--- config.mk ---
export PLATFORM = sky130hd
export DESIGN_NAME = countdown_timer_flat
export DESIGN_NICKNAME = d
export VERILOG_FILES = /design/src/rtl/countdown_timer_if.sv /design/src/rtl/countdown_timer.sv /design/src/flat_wrapper.sv
export SDC_FILE = /design/constraint.sdc
export NUM_CORES = 1
export LEC_CHECK = 0
export ABC_AREA = 1
export CORE_MARGIN = 4
export CORE_UTILIZATION = 45
export CTS_CLUSTER_DIAMETER = 100
export CTS_CLUSTER_SIZE = 14
export DETAILED_ROUTE_END_ITERATION = 10
export PLACE_DENSITY = 0.68
export SLEW_MARGIN = 20
export SYNTH_ARGS = -nofsm -noshare
export SYNTH_HDL_FRONTEND = slang
export SYNTH_SLANG_ARGS = --single-unit
--- constraint.sdc ---
create_clock -name CLOCK_50 -period 2 [get_ports CLOCK_50]
set_input_delay 0.2 -clock CLOCK_50 [delete_from_list [all_inputs] [get_ports CLOCK_50]]
set_output_delay 0.2 -clock CLOCK_50 [all_outputs]
set_load 0.02 [all_outputs]
--- src/rtl/countdown_timer_if.sv ---
// Pushbutton, preset and display signals of the countdown timer.
// The master drives the keys and the preset. The slave (the timer) drives the count and the status.
interface countdown_timer_if;
   logic        KEY_START_N;
   logic        KEY_LOAD_N;
   logic [15:0] preset_bcd;
   logic [15:0] count_bcd;
   logic        running;
   logic        expired;
   logic        done_pulse;

   modport master (
      output KEY_START_N, KEY_LOAD_N, preset_bcd,
      input  count_bcd, running, expired, done_pulse
   );

   modport slave (
      input  KEY_START_N, KEY_LOAD_N, preset_bcd,
      output count_bcd, running, expired, done_pulse
   );
endinterface

--- src/rtl/countdown_timer.sv ---
// 4-digit BCD countdown timer (SS.hh) with synchronised active-low start/pause and load keys.
// Optional feature: define COUNTDOWN_AUTO_RELOAD_EN to reload the preset on expiry instead of stopping.
module countdown_timer #(
   parameter int CLK_HZ  = 50_000_000,
   parameter int TICK_HZ = 100
) (
   input  logic             CLOCK_50,
   input  logic             RESET_N,
   countdown_timer_if.slave bus
);
   localparam int DIV = CLK_HZ / TICK_HZ;
   localparam int PW  = (DIV > 1) ? $clog2(DIV) : 1;
   localparam logic [PW-1:0] PRE_MAX = PW'(DIV - 1);

   typedef enum logic [1:0] {IDLE, RUN, PAUSE, DONE} state_t;

   state_t        state;
   logic [2:0]    start_sync, load_sync;   // [0],[1] synchroniser, [2] previous sample
   logic          start_evt, load_evt;
   logic [PW-1:0] prescaler;
   logic [15:0]   count, reload;
   logic          running_q, expired_q, done_q;
   logic          tick;
   logic [15:0]   count_dec;
   logic          dec_zero;
   logic [15:0]   preset_clamped;

   function automatic logic [15:0] clamp_bcd(input logic [15:0] v);
      logic [15:0] r;
      r = v;
      for (int i = 0; i < 4; i++)
         if (v[4*i +: 4] > 4'd9) r[4*i +: 4] = 4'd9;
      return r;
   endfunction

   // NOTE: blocking '=' is correct here: these are locals of a combinational function,
   // evaluated in order; registers below are only ever written with '<='.
   function automatic logic [15:0] bcd_dec(input logic [15:0] v);
      logic [15:0] r;
      logic        borrow;
      r      = v;
      borrow = 1'b1;
      for (int i = 0; i < 4; i++) begin
         if (borrow) begin
            if (v[4*i +: 4] == 4'd0) begin
               r[4*i +: 4] = 4'd9;
            end else begin
               r[4*i +: 4] = v[4*i +: 4] - 4'd1;
               borrow      = 1'b0;
            end
         end
      end
      return r;
   endfunction

   always_ff @(posedge CLOCK_50 or negedge RESET_N) begin
      if (!RESET_N) begin
         start_sync <= '1;
         load_sync  <= '1;
         start_evt  <= 1'b0;
         load_evt   <= 1'b0;
      end else begin
         start_sync <= {start_sync[1:0], bus.KEY_START_N};
         load_sync  <= {load_sync[1:0], bus.KEY_LOAD_N};
         start_evt  <= start_sync[2] & ~start_sync[1];
         load_evt   <= load_sync[2] & ~load_sync[1];
      end
   end

   assign tick           = (state == RUN) && (prescaler == PRE_MAX);
   assign count_dec      = bcd_dec(count);
   assign dec_zero       = (count_dec == 16'h0000);
   assign preset_clamped = clamp_bcd(bus.preset_bcd);

   always_ff @(posedge CLOCK_50 or negedge RESET_N) begin
      if (!RESET_N) begin
         state      <= IDLE;
         count      <= '0;
         reload     <= '0;
         prescaler  <= '0;
         running_q  <= 1'b0;
         expired_q  <= 1'b0;
         done_q     <= 1'b0;
      end else begin
         done_q <= 1'b0;
         if (state == RUN) prescaler <= tick ? '0 : prescaler + 1'b1;

         if (load_evt) begin
            count     <= preset_clamped;
            reload    <= preset_clamped;
            state     <= IDLE;
            prescaler <= '0;
            running_q <= 1'b0;
            expired_q <= 1'b0;
         end else begin
            unique case (state)
               IDLE: begin
                  if (start_evt) begin
                     if (count != 16'h0000) begin
                        state     <= RUN;
                        running_q <= 1'b1;
                        prescaler <= '0;
                     end else begin
                        state     <= DONE;
                        expired_q <= 1'b1;
                        done_q    <= 1'b1;
                     end
                  end
               end
               RUN: begin
                  if (tick) count <= count_dec;
                  if (tick && dec_zero) begin
                     done_q <= 1'b1;
`ifdef COUNTDOWN_AUTO_RELOAD_EN
                     if (reload != 16'h0000) begin
                        count <= reload;
                        if (start_evt) begin
                           state     <= PAUSE;
                           running_q <= 1'b0;
                        end
                     end else begin
                        state     <= DONE;
                        running_q <= 1'b0;
                        expired_q <= 1'b1;
                     end
`else
                     state     <= DONE;
                     running_q <= 1'b0;
                     expired_q <= 1'b1;
`endif
                  end else if (start_evt) begin
                     // A tick landing with the pause press is applied first (count_dec above).
                     state     <= PAUSE;
                     running_q <= 1'b0;
                  end
               end
               PAUSE: begin
                  if (start_evt) begin
                     state     <= RUN;
                     running_q <= 1'b1;
                  end
               end
               DONE: ;
               default: begin
                  state     <= IDLE;
                  running_q <= 1'b0;
                  expired_q <= 1'b0;
               end
            endcase
         end
      end
   end

   assign bus.count_bcd  = count;
   assign bus.running    = running_q;
   assign bus.expired    = expired_q;
   assign bus.done_pulse = done_q;

endmodule

--- src/flat_wrapper.sv ---
// flat-port wrapper written by rule: the top's interface ports become plain ports
module countdown_timer_flat 
#(
   parameter int CLK_HZ  = 50_000_000,
   parameter int TICK_HZ = 100
)
  (CLOCK_50, RESET_N, bus_KEY_START_N, bus_KEY_LOAD_N, bus_preset_bcd, bus_count_bcd, bus_running, bus_expired, bus_done_pulse);
  countdown_timer_if bus_i ();
  input  logic CLOCK_50;
  input  logic RESET_N;
  input wire logic [$bits(bus_i.KEY_START_N)-1:0] bus_KEY_START_N;
  input wire logic [$bits(bus_i.KEY_LOAD_N)-1:0] bus_KEY_LOAD_N;
  input wire logic [$bits(bus_i.preset_bcd)-1:0] bus_preset_bcd;
  output wire logic [$bits(bus_i.count_bcd)-1:0] bus_count_bcd;
  output wire logic [$bits(bus_i.running)-1:0] bus_running;
  output wire logic [$bits(bus_i.expired)-1:0] bus_expired;
  output wire logic [$bits(bus_i.done_pulse)-1:0] bus_done_pulse;
  assign bus_i.KEY_START_N = bus_KEY_START_N;
  assign bus_i.KEY_LOAD_N = bus_KEY_LOAD_N;
  assign bus_i.preset_bcd = bus_preset_bcd;
  assign bus_count_bcd = bus_i.count_bcd;
  assign bus_running = bus_i.running;
  assign bus_expired = bus_i.expired;
  assign bus_done_pulse = bus_i.done_pulse;
  countdown_timer #(.CLK_HZ(CLK_HZ), .TICK_HZ(TICK_HZ)) u_core (.CLOCK_50(CLOCK_50), .RESET_N(RESET_N), .bus(bus_i));
endmodule
### Word level (Yosys, flattened, before mapping)

Cells that the tools add are included.

* bitwise gates (word level): 4
* eq/ne operators: 9
* multipliers: 0
* shift operators: 0
* $add $sub $neg: 5
* $lt $le $gt $ge: 4
* divide/modulo/power cells: 0
* reductions and logical operators: 17
* multiplexer cells: 49

Operators with widths (count)
* 19-bit two-way mux: 6
* 16-bit two-way mux: 3
* 4-bit two-way mux: 11
* 19-bit by 1-bit adder with 19-bit output, second input constant: 1
* 19-bit == test, second input constant: 1
* 1-bit two-way mux: 19
* 4-bit greater-than comparator, second input constant: 4
* 16-bit logical NOT: 1
* 4-bit logical NOT: 4
* 16-bit nonzero test: 1
* 4-bit by 1-bit subtractor with 4-bit output, second input constant: 4
* 2-bit two-way mux: 6
* 3-bit by 1-bit inequality test with 1-bit output, second input constant: 3
* 4-bit AND reduction: 2
* 3-bit by 2-bit inequality test with 1-bit output, second input constant: 2
* 2-bit case mux with 3 select lines: 1
* 5-bit AND reduction: 1
* 4-bit by 2-bit inequality test with 1-bit output, second input constant: 1
* 1-bit case mux with 2 select lines: 2
* 2-bit nonzero test: 2
* 4-bit nonzero test: 1
* 1-bit case mux with 3 select lines: 1
* 3-bit nonzero test: 1
* 1-bit AND: 2
* other kinds (6): 8

* memories: 0
* latch bits: 0
* bits of input ports: 20
* ROM bits: 0
* flip-flop bits (word level): 48
* bits in writable memories: 0
* output and inout bits: 19
* word-level logic and storage cells: 98

### Longest topological paths before layout

* word-level depth: 10
* depth in mapped cells: 13
* mapped depth without buffers: 13

### Worst setup path after synthesis

No wires, ideal clock.

* path kind: register -> register
* start point: register u_core.state[1]
* end point: register u_core.prescaler[17]
* clock period less this slack: 1.811 ns
* setup slack: 0.189 ns
* data arrival time: 1.689 ns
* required time: 1.878 ns
* path buffers: 0
* setup time: 0.122 ns
* cell stages (with the launch flop): 13
* path through: dfrtp_1 inv_1 ha_1 nand2_1 nor2_1 nand3_1 nor2_2 nand2_1 nor2_1 nand2_1 nor3_2 and3_1 nor3_2

* word-level cells in the longest chain between the ends: 8
* elaborated cells on any way between the ends: 9
* those cells by class: 1 x eq/ne; 6 x mux; 2 x reduce/logical

Ends and longest elaborated chain
* start: declaration: RTL line countdown_timer.sv:17 `state_t state;`
* start signal: assignment: RTL line countdown_timer.sv:77 `state <= IDLE;`
* start signal: assignment: RTL line countdown_timer.sv:91 `state <= IDLE;`
* start signal: assignment: RTL line countdown_timer.sv:100 `state <= RUN;`
* 2-bit by 1-bit == test with 1-bit output: RTL line countdown_timer.sv:70, countdown_timer.sv:86
* 1-bit logical AND: RTL line countdown_timer.sv:70 `assign tick = (state == RUN) && (prescaler == PRE_MAX);`
* 19-bit two-way mux (2 in a row): RTL line countdown_timer.sv:86 `if (state == RUN) prescaler <= tick ? '0 : prescaler + 1'b1;`
* 19-bit two-way mux: RTL line countdown_timer.sv:99 `if (count != 16'h0000) begin`
* 19-bit two-way mux: RTL line countdown_timer.sv:98 `if (start_evt) begin`
* 19-bit two-way mux (*): RTL line countdown_timer.sv:96 `unique case (state)`
* 19-bit two-way mux (*): RTL line countdown_timer.sv:88 `if (load_evt) begin`
* end signal: assignment: RTL line countdown_timer.sv:86
* end: declaration: RTL line countdown_timer.sv:20 `logic [PW-1:0] prescaler;`

Mark *: on every way between the ends. The rest lies on a longest branch, timed or not.
A chain may end at the register's enable or synchronous reset.

### Final worst setup path

* start point: register u_core.state[1]
* end point: register u_core.state[0]

* word-level cells in the longest chain between the ends: 6
* elaborated cells on any way between the ends: 13
* those cells by class: 5 x eq/ne; 3 x mux; 5 x reduce/logical

Ends and longest elaborated chain
* 2-bit by 1-bit == test with 1-bit output: RTL line countdown_timer.sv:70, countdown_timer.sv:96
* 1-bit logical AND: RTL line countdown_timer.sv:70
* 1-bit logical AND: RTL line countdown_timer.sv:112 `if (tick && dec_zero) begin`
* 2-bit two-way mux: RTL line countdown_timer.sv:112
* 2-bit case mux with 3 select lines: RTL line countdown_timer.sv:96
* 2-bit two-way mux: RTL line countdown_timer.sv:88

Parallel ways exist; a longest one is shown, timed or not.

==> reports/metrics.cfg <==
[status]
status=complete, no violations

[routing]
route.detailed.vias_per_inst=5.28
drc_errors=0
route.vias.total=2740
drtIter0Drc=151
wl_per_cell_um=13.2
drtAntennaViolNets=0
wl_mm=6.87
dr.pass1.iters=5

[cells_and_area]
drive_above_1_share_pct=20.7
finalNetCount=467
seq_area_mm2=0.00121
antenna_cells=0
fin_cells=519
fill_cells=540
fin_util_pct=62.2
multi_input_area_mm2=0.00151
area_growth_pct=32.0

[floorplanning]
start_util_pct=47.1
die_y_um=87.4
io_pins=39
die-area_mm2=0.00765
fp-row-count=28
die-width_um=87.4
design.core.area_mm2=0.00603

[setup_path]
endpoint_kind=register
critPathMostFrequentCell=nand2_1
required_ps=2200
critical_path.cell_chain=inv_2 -> ha_4 -> nand2_1 -> nor2_2 -> nand3_2 -> nor3_2 -> nand2_1 -> nor2_2 -> nand4_2 -> nand3_2 -> nand2_4 -> nand2_1 -> o21ai_1
reg2reg_from=u_core.state[1]
r2r_slack_ps=80
worst-setup-path-type=register to register
reg2regPathDepth=13
start_kind=register
reg2reg_to=u_core.state[0]
slowest_delay_ps=410
cp_max_fo=4
slowest_stage=dfrtp_1
arrival_ps=2120

[yosys]
ys_warn_count=0
synth-edff-count=0
synth-seq-cells=48
async_flop_share_pct=100
synthCells=376
synth_ff_type=dfrtp_1
syn_area_mm2=0.00284
syn_avg_cell_area_um2=7.55
netlist-cell-type-count=44
ys_seq_area_share_pct=42.6
synth.net_count=400

[flow_run]
drv_cap=0

[timing]
finalSetupTns_ps=0
fmax_mhz=521
rsz0062_at_grt=yes
finClkSkew_ps=10.2
slew_headroom_pct=59.7
finalCriticalPeriod_ps=1920
hold_violations=0
fin_hold_ws_ps=285
fin_ws_ps=81.2
finalSetupViolCount=0
worst_slew_pin_slew_ps=604
post-route-period-util_pct=95.9
maxSlewViolCount=0

[grt]
globalRouteMet2Util_pct=31.0
grt_pass1_vias=2557
grt.met1_usage_pct=24.3
gr-usage-met3_pct=3.60
grt_overflow_total=0
antenna_found_initial=0
grt_pass1_wl_mm=11.4
top_usage_layer=met2
grt_max_degree=26
grtUsageTotal_pct=18.4

[clock_network]
clock_sinks=48
clk_latency_ps=310
clk_path_buf_depth=2
cts-htree-levels=2
cts-root-buf=clkbuf_8
numCtsBuffers=5
clkTransAtPathRegs_ps=100
cts_tree=yes

[pwr]
peakVddDrop_mv=0.435
p_leak_nw=1.75
powerDensity_mw_per_mm2=945

[placement]
place_hpwl_mm=4.82
gp_congestion=0.865
place.port_buffers=38
placed_cells=497
dp_slack_ps=2.26

[min_path]
worstHoldEndpoint=u_core.start_sync[0]
hold_path.startpoint=bus_KEY_START_N
whs_path_depth=1
holdCritPathClass=primary input to register

==> cell usage in the layout, fill, tap and decap left out, types with 9 or more instances in the layout <==
cell / n
inv_1: 43
nor2_2: 9
nand3_1: 22
nor2_1: 47
o21ai_0: 21
a21oi_1: 15
dfrtp_1: 39
buf_4: 27
nand2_1: 75
clkdlybuf4s50_1: 37
==> cell families after synthesis <==
kind of cell / share of synthesized area, %
AND/OR/NAND/NOR: 32.3
AO/OA/AOI/OAI: 13.0
buffers and inverters: 7.89
flip-flops: 42.6
XOR/XNOR: 2.47
adder cells (fa/ha/maj): 1.76
==> Yosys cell counts, types with 2 or more instances <==
master / number / area (um^2)
xor2_1: 6 / 52.6
nor3_1: 7 / 35.0
buf_2: 5 / 25.0
nor2_4: 2 / 22.5
inv_1: 45 / 169
dfrtp_1: 42 / 1050
nand3_1: 24 / 120
nor2_2: 4 / 25.0
o31ai_1: 2 / 15.0
a31oi_1: 6 / 37.5
nand4_1: 5 / 31.3
nor3b_1: 3 / 22.5
o21ai_0: 24 / 120
nor3_2: 3 / 30.0
o21ai_1: 6 / 30.0
nor2_1: 53 / 199
inv_2: 3 / 11.3
ha_1: 4 / 50.1
clkbuf_1: 2 / 7.51
nand2_1: 77 / 289
nand2_2: 4 / 25.0
nand3_2: 2 / 20.0
a22oi_1: 3 / 22.5
xnor2_1: 2 / 17.5
dfstp_2: 6 / 158
and3_1: 2 / 12.5
a21oi_1: 16 / 80.1
nand2_4: 2 / 22.5
==> repair_timing <==
item,CTS,global route
hold endpoints to repair,23,0
pin swaps,0,10
resized for setup,1,33
hold buffers,1,0
setup buffers,0,13
endpoints found under the setup margin,2,34
==> per-layer routing <==
layer,wire length [um],share of wire [%]
met1,3100,45
met5,0,0
met4,105,1.5
met2,3320,48
met3,350,5.1
==> flip-flops by register name, indices dropped and copies added (netlist names) <==
signal                 count
u_core.bus.running         1
u_core.bus.done_pulse      1
u_core.bus.expired         1
u_core.state               2
u_core.start_sync          3
u_core.prescaler          19
u_core.bus.count_bcd      16
u_core.load_sync           3
u_core.load_evt            1
u_core.start_evt           1
==> worst max-delay path: cells and delay by family, from the launching register on <==
| kind | cells | cell delay [ps] |
|---|---|---|
| DFF | 1 | 410 |
| adders and majority gates | 1 | 140 |
| buffers and inverters | 1 | 80 |
| AOI/OAI and AO/OA | 1 | 60 |
| and+or+nand+nor | 10 | 1140 |
==> worst max path at each step <==
stage	start	to	slack, ps	cells past startpoint
floorplan	u_core.state[1]	u_core.prescaler[17]	190	12
global placement	u_core.bus.count_bcd[1]	u_core.state[1]	90	12
detailed placement	u_core.state[1]	u_core.prescaler[17]	2	12
CTS	u_core.state[1]	u_core.prescaler[17]	6	12
global route	u_core.state[1]	u_core.state[1]	-90	13
finish	u_core.state[1]	u_core.state[0]	80	13
==> per-stage QoR <==
step	cell area [um^2]	total power [mW]
floorplan	2840	2.09
global placement	3410	2.55
detailed placement	3410	2.58
CTS	3530	3.32
global route	3750	3.78
finish	3750	3.54
==> cell type report <==
cell class,instances,share of cell area [%]
well taps,75,2.50
repair buffers,69,17.1
clock buffers,5,1.84
multi-input cells,271,40.2
inverters,48,4.80
clock inverters,3,1.23
flip-flops and latches,48,32.3
==> power by group <==
part	internal, mW	switching, mW	leakage (nW)
logic	0.694	0.861	1.09
clock network	0.377	0.367	0.0548
registers	1.11	0.131	0.603
total	2.19	1.36	1.75
Note: power is estimated with default switching activity, not from simulation.
